File: src/rtl/fnn_pkg.sv
// Shared definitions for the feed-forward network datapath blocks.
// Holds the serializer FSM state type and the default neuron word width.
package fnn_pkg;

    typedef enum logic {
        IDLE  = 1'b0,
        SHIFT = 1'b1
    } ser_state_t;

    localparam int DEFAULT_DATA_WIDTH = 16;

endpackage

File: src/rtl/layer_out_serializer.sv
// Captures a full layer of neuron outputs and streams them one word per beat.
// Optional downstream backpressure (ready input) is enabled by LAYER_SER_BACKPRESSURE_EN.
module layer_out_serializer
    import fnn_pkg::*;
#(
    parameter int NUM_NEURONS = 30,
    parameter int DATA_WIDTH  = DEFAULT_DATA_WIDTH
) (
    input  logic                              clk,
    input  logic                              rst,
    input  logic [NUM_NEURONS*DATA_WIDTH-1:0] x_in,
    input  logic                              x_valid,
`ifdef LAYER_SER_BACKPRESSURE_EN
    input  logic                              ready,
`endif
    output logic [DATA_WIDTH-1:0]             data_out,
    output logic                              data_out_valid,
    output logic                              busy,
    output logic                              overrun
);

    localparam int IDX_W = (NUM_NEURONS > 1) ? $clog2(NUM_NEURONS) : 1;
    localparam logic [IDX_W-1:0] LAST_IDX = IDX_W'(NUM_NEURONS - 1);

    ser_state_t            state;
    logic [IDX_W-1:0]      idx;
    logic [IDX_W-1:0]      next_idx;
    logic [DATA_WIDTH-1:0] hold [NUM_NEURONS];
    logic                  accept;
    logic                  last_beat;
    logic                  capture;

`ifdef LAYER_SER_BACKPRESSURE_EN
    assign accept = data_out_valid & ready;
`else
    assign accept = data_out_valid;
`endif

    // idx always names the word currently on data_out, so it stops at LAST_IDX
    assign last_beat = (idx == LAST_IDX);
    assign next_idx  = last_beat ? '0 : idx + 1'b1;
    assign capture   = x_valid && ((state == IDLE) || (accept && last_beat));

    always_ff @(posedge clk) begin
        if (capture) begin
            for (int k = 0; k < NUM_NEURONS; k++) begin
                hold[k] <= x_in[k*DATA_WIDTH +: DATA_WIDTH];
            end
        end
    end

    // Word 0 is loaded straight from x_in at capture so it appears one cycle later
    always_ff @(posedge clk or posedge rst) begin
        if (rst) begin
            state          <= IDLE;
            idx            <= '0;
            data_out       <= '0;
            data_out_valid <= 1'b0;
            busy           <= 1'b0;
            overrun        <= 1'b0;
        end else begin
            case (state)
                IDLE: begin
                    if (x_valid) begin
                        state          <= SHIFT;
                        busy           <= 1'b1;
                        idx            <= '0;
                        data_out       <= x_in[DATA_WIDTH-1:0];
                        data_out_valid <= 1'b1;
                    end
                end
                SHIFT: begin
                    if (x_valid && !capture) begin
                        overrun <= 1'b1;
                    end
                    if (accept) begin
                        if (last_beat) begin
                            idx <= '0;
                            if (x_valid) begin
                                data_out <= x_in[DATA_WIDTH-1:0];
                            end else begin
                                state          <= IDLE;
                                busy           <= 1'b0;
                                data_out_valid <= 1'b0;
                            end
                        end else begin
                            idx      <= next_idx;
                            data_out <= hold[next_idx];
                        end
                    end
                end
                default: begin
                    state          <= IDLE;
                    busy           <= 1'b0;
                    data_out_valid <= 1'b0;
                end
            endcase
        end
    end

endmodule

File: config.mk
export PLATFORM = sky130hd
export DESIGN_NAME = layer_out_serializer
export DESIGN_NICKNAME = d
export VERILOG_FILES = /design/src/rtl/fnn_pkg.sv /design/src/rtl/layer_out_serializer.sv
export SDC_FILE = /design/constraint.sdc
export NUM_CORES = 1
export LEC_CHECK = 0
export ABC_AREA = 1
export BUFFER_PORTS_ARGS = -buffer_cell sky130_fd_sc_hd__clkbuf_2
export CAP_MARGIN = 10
export CORE_MARGIN = 2
export CORE_UTILIZATION = 45
export CTS_BUF_LIST = sky130_fd_sc_hd__clkbuf_16
export CTS_CLUSTER_SIZE = 25
export DETAILED_ROUTE_END_ITERATION = 7
export GPL_TIMING_DRIVEN = 0
export HOLD_SLACK_MARGIN = 0.08
export PLACE_DENSITY_LB_ADDON = 0.25
export REMOVE_ABC_BUFFERS = 1
export SYNTH_ARGS = -nofsm -noshare
export SYNTH_HDL_FRONTEND = slang
export SYNTH_SLANG_ARGS = --single-unit
export TNS_END_PERCENT = 5
File: constraint.sdc
create_clock -name clk -period 51.2 [get_ports clk]
set_clock_uncertainty 0.05 [all_clocks]
set_input_delay 5.12 -clock clk [delete_from_list [all_inputs] [get_ports clk]]
set_output_delay 5.12 -clock clk [all_outputs]
set_load 0.02 [all_outputs]
**Word level (Yosys, flattened, before mapping)**

Memories as Yosys holds them, arrays and structs flattened.
Cells that the tools add are included.

- Input bits: 483
- Output and inout port bits: 19
- Memories: 1
- Bits in writable memories: 480
- Register bits after elaboration: 25

- Muxes and demuxes: 22
- Equality and inequality tests: 5
- Bitwise operators: 1
- Reduce and logical (&&, ||, !) cells: 8
- $add $sub $neg: 1

Memory list:

| name | depth | bits a word | rd ports | clocked after memory_dff | write ports | line | text |
|---|---|---|---|---|---|---|---|
| hold | 30 | 16 | 1 | 0 | 30 | layer_out_serializer.sv:28 | `logic [DATA_WIDTH-1:0] hold [NUM_NEURONS];` |

Operator list:

| kind | count |
|---|---|
| two-way mux 16 bit | 3 |
| one-hot mux 16 bit (2 select lines) | 1 |
| two-way mux 5 bit | 4 |
| two-way mux 1 bit | 10 |
| one-hot mux 5 bit (2 select lines) | 1 |
| inequality test 2 bit, second input constant | 3 |
| one-hot mux 1 bit (2 select lines) | 3 |
| adder 5 x 1 -> 5 bit, second input constant | 1 |
| equality test 5 bit, second input constant | 1 |
| AND reduction 2 bit | 2 |
| AND reduction 4 bit | 1 |
| logical AND 1 bit | 3 |
| inequality test 2 x 1 -> 1 bit, second input constant | 1 |
| logical NOT 1 bit | 1 |
| logical OR 1 bit | 1 |
| NOT 1 bit | 1 |

**Longest topological paths before layout**

- Word-level depth: 7
- Mapped depth: 17

**Least setup slack after synthesis**

Ideal clock, no wire load.

- Kind: input-to-reg
- From: input x_valid
- To: memory hold[0][0] in the netlist's numbering, enable pin
- Cell stages on the path: 3
- Arrival time: 37.808 ns
- Setup slack: 11.431 ns
- Cell sequence: clkinv_1 > clkbuf_1 > nor3_1

RTL lines:

| element | line | text |
|---|---|---|
| start, declared | layer_out_serializer.sv:12 | `input logic x_valid,` |
| end, declared | layer_out_serializer.sv:28 |  |

==> results.yml <==
status:
  status: "complete, no violations"
global_route:
  groute.usage.overall_pct: 24.3
  overflow: 0
  antenna_found_initial: 14
  grt_pass1_wl_um: 93400
  grt_max_degree: 140
  grt_pass1_vias: 16300
synth:
  synth-compound-area-share_pct: 2.27
  synthAdderAreaFrac_pct: 0.114
  synth_top_family_by_area: "simple AND/OR/NAND/NOR gates"
  synthCells: 2163
  synthMuxAreaShare_pct: 0
  ys_seq_area_share_pct: 68.3
  synthTopCellsByArea: "edfxtp_1, nand2_1, nand3_1, inv_1, nor2_1"
  yosysTopAreaCell: "edfxtp_1"
  ys_seq_elements: 505
  synth_top_area_share_pct: 65.4
  ys_warn_count: 0
  synthSimpleGateAreaFrac_pct: 21.3
  syn_area_per_cell_um2: 10.2
  synth.distinct_cells: 30
  synth_area_mm2: 0.0220
  synthXorXnorAreaFrac_pct: 0.0398
critical_path:
  worst-path-max-fanout: 20
  worst_ep_required_time_ps: 51460
  cp_data_arrival_time_ps: 9230
  endpoint_kind: "flip-flop"
  criticalPathCategory: "in2reg"
  start_kind: "input port"
clocking:
  clk_pin_slew_ps: 60
  clk_path_buf_depth: 3
  cts_sinks: 505
  ctsHoldBuffers: 0
  cts_tree: "built"
  cts_resized: 0
  root_buffer: "clkbuf_16"
  cts_max_level: 2
  cts_setup_buffers: 0
  numCtsBuffers: 54
  insertion_delay_ps: 600
placed_design:
  port_buffers: 501
  dp.final_hpwl_um: 41400
  dp_slack_ps: 41580
  gp_routability_congestion: 0.801
die:
  die_h_um: 225
  start_util_pct: 45.3
  die_w_um: 225
  core_area_mm2: 0.0486
  fp.dieArea_mm2: 0.0507
  io_pins: 502
  std_cell_rows: 81
routing:
  vias: 16700
  dr.pass1.iters: 5
  first_iter_violations: 1180
  post_drt_wl_per_cell_um: 18.5
  finalWirelength_um: 61900
  antenna_left: 0
  avgViaCountPerCell: 5.00
  drc: 0
flow_run:
  cap_violations: 0
power_and_ir_drop:
  fin_total_pwr_w: 0.000841
  power_leakage_nw: 12.3
  peakVddDrop_uv: 29.9
  power_density_mw_per_mm2: 30.8
timing:
  fin_crit_sh_pct: 17.5
  setup-violations-final: 0
  holdWs_ps: 433
  maxSlewHeadroom_pct: 18.0
  rsz0062_at_grt: "false"
  min_period_ps: 8970
  worst_pin_slew_ps: 1230
  drv_slew: 0
  max_freq_mhz: 111
  post-route-worst-setup-slack_ps: 42230
  hold_viol_final: 0
worst_hold_path:
  hold_class: "reg2reg"
layout:
  syn_to_final_growth_pct: 23.9
  drive_above_1_share_pct: 24.0
  nets: 3149
  finish.utilization_pct: 56.1
[critical path, stage by stage]
cell and delay (ps):
clkbuf_2 500, clkinv_1 850, nor3_2 1010, buf_6 270, buf_6 200, buf_6 180
buf_6 190, buf_6 190, buf_8 160, buf_6 170, buf_6 170, buf_6 170
[worst paths after layout]
check	depth (start not counted)	startpoint	end	slack [ps]
max in group asynchronous	3	rst	data_out[1]	46100
worst max-delay path	12	x_valid	hold[16][11]	42230
worst min-delay path	2	busy	busy	430
worst min register to register	2	busy	busy	430
worst max register to register	14	idx[0]	data_out[5]	46110
min in group asynchronous	2	rst	data_out[6]	4500
[cell families (layout without fill, tap and decap cells)]
logic type,count (synthesis),after routing
XOR/XNOR,1,1
AND/OR/NAND/NOR,1116,1116
AO/OA/AOI/OAI,96,96
other,0,10
buffers and inverters,443,989
adder cells (fa/ha/maj),2,2
flip-flops,505,505
[layer usage]
| layer | share of wire (%) | track usage, % | vias to the layer above |
|---|---|---|---|
| met2 | 48 | 40.5 | 603 |
| li1 | - | - | 8069 |
| met5 | 0.066 | 0 | - |
| met4 | 4.0 | 9.36 | 6 |
| met1 | 41 | 31.2 | 7875 |
| met3 | 7.0 | 5.14 | 142 |
[layout by cell type, fill, tap and decap left out, types with 25 or more instances in the layout]
| cell | synthesis | layout |
|---|---|---|
| nand2_1 | 540 | 540 |
| clkbuf_2 | 1 | 501 |
| edfxtp_1 | 480 | 480 |
| nand3_1 | 342 | 342 |
| inv_1 | 325 | 335 |
| nor2_1 | 216 | 214 |
| a21oi_1 | 56 | 56 |
| clkbuf_16 | 0 | 55 |
| buf_6 | 1 | 38 |
| dfrtp_1 | 25 | 25 |
[state kept, by name (all words and copies together) (netlist names)]
signal,cells
busy,1
data_out,16
data_out_valid,1
hold,480
idx,5
overrun,1
state,1
[area by class of cell]
| cell class | instances | area [um2] |
|---|---|---|
| sequential | 505 | 15000 |
| clock inverter | 46 | 285 |
| antenna | 10 | 25.0 |
| tap | 622 | 778 |
| clock buffer | 55 | 1380 |
| inverter | 332 | 1260 |
| fill | 4199 | 21300 |
| multi-input combinational | 1215 | 5260 |
| timing repair buffer | 556 | 3290 |
[report_power, final]
group	internal [W]	total [W]	switching, W
sequential	0.000452	0.000452	0.00000000000000000000105
combinational	0.0000132	0.0000207	0.00000758
clock	0.000209	0.000369	0.000160
total	0.000674	0.000841	0.000167
[stage by stage]
stage               std cells  instance area [um2]  setup TNS [ps]
floorplan                2052                21500               0
global placement         3175                24800        -1048700
detailed placement       3229                25600               0
CTS                      3330                27300               0
global route             3340                27300               0
finish                   3341                27300               0
[synth_stat cells]
master	number
buf_1	10
nand3_1	342
xor2_1	1
clkinv_1	2
nand3_2	1
a21oi_1	56
nand2_1	540
inv_2	5
edfxtp_1	480
o22ai_1	4
clkbuf_2	1
inv_1	325
nor3_1	2
o21ai_0	23
o21ai_1	11
nand2_4	2
dfrtp_1	25
nand2_2	3
ha_1	2
nor2_1	216
nor2_2	1
buf_6	1
buf_2	47
nand4_1	1
buf_4	12
o21bai_1	1
nor2_4	2
or2_2	6
clkbuf_1	40
o21ai_4	1
Note: power is estimated with default switching activity, not from simulation.
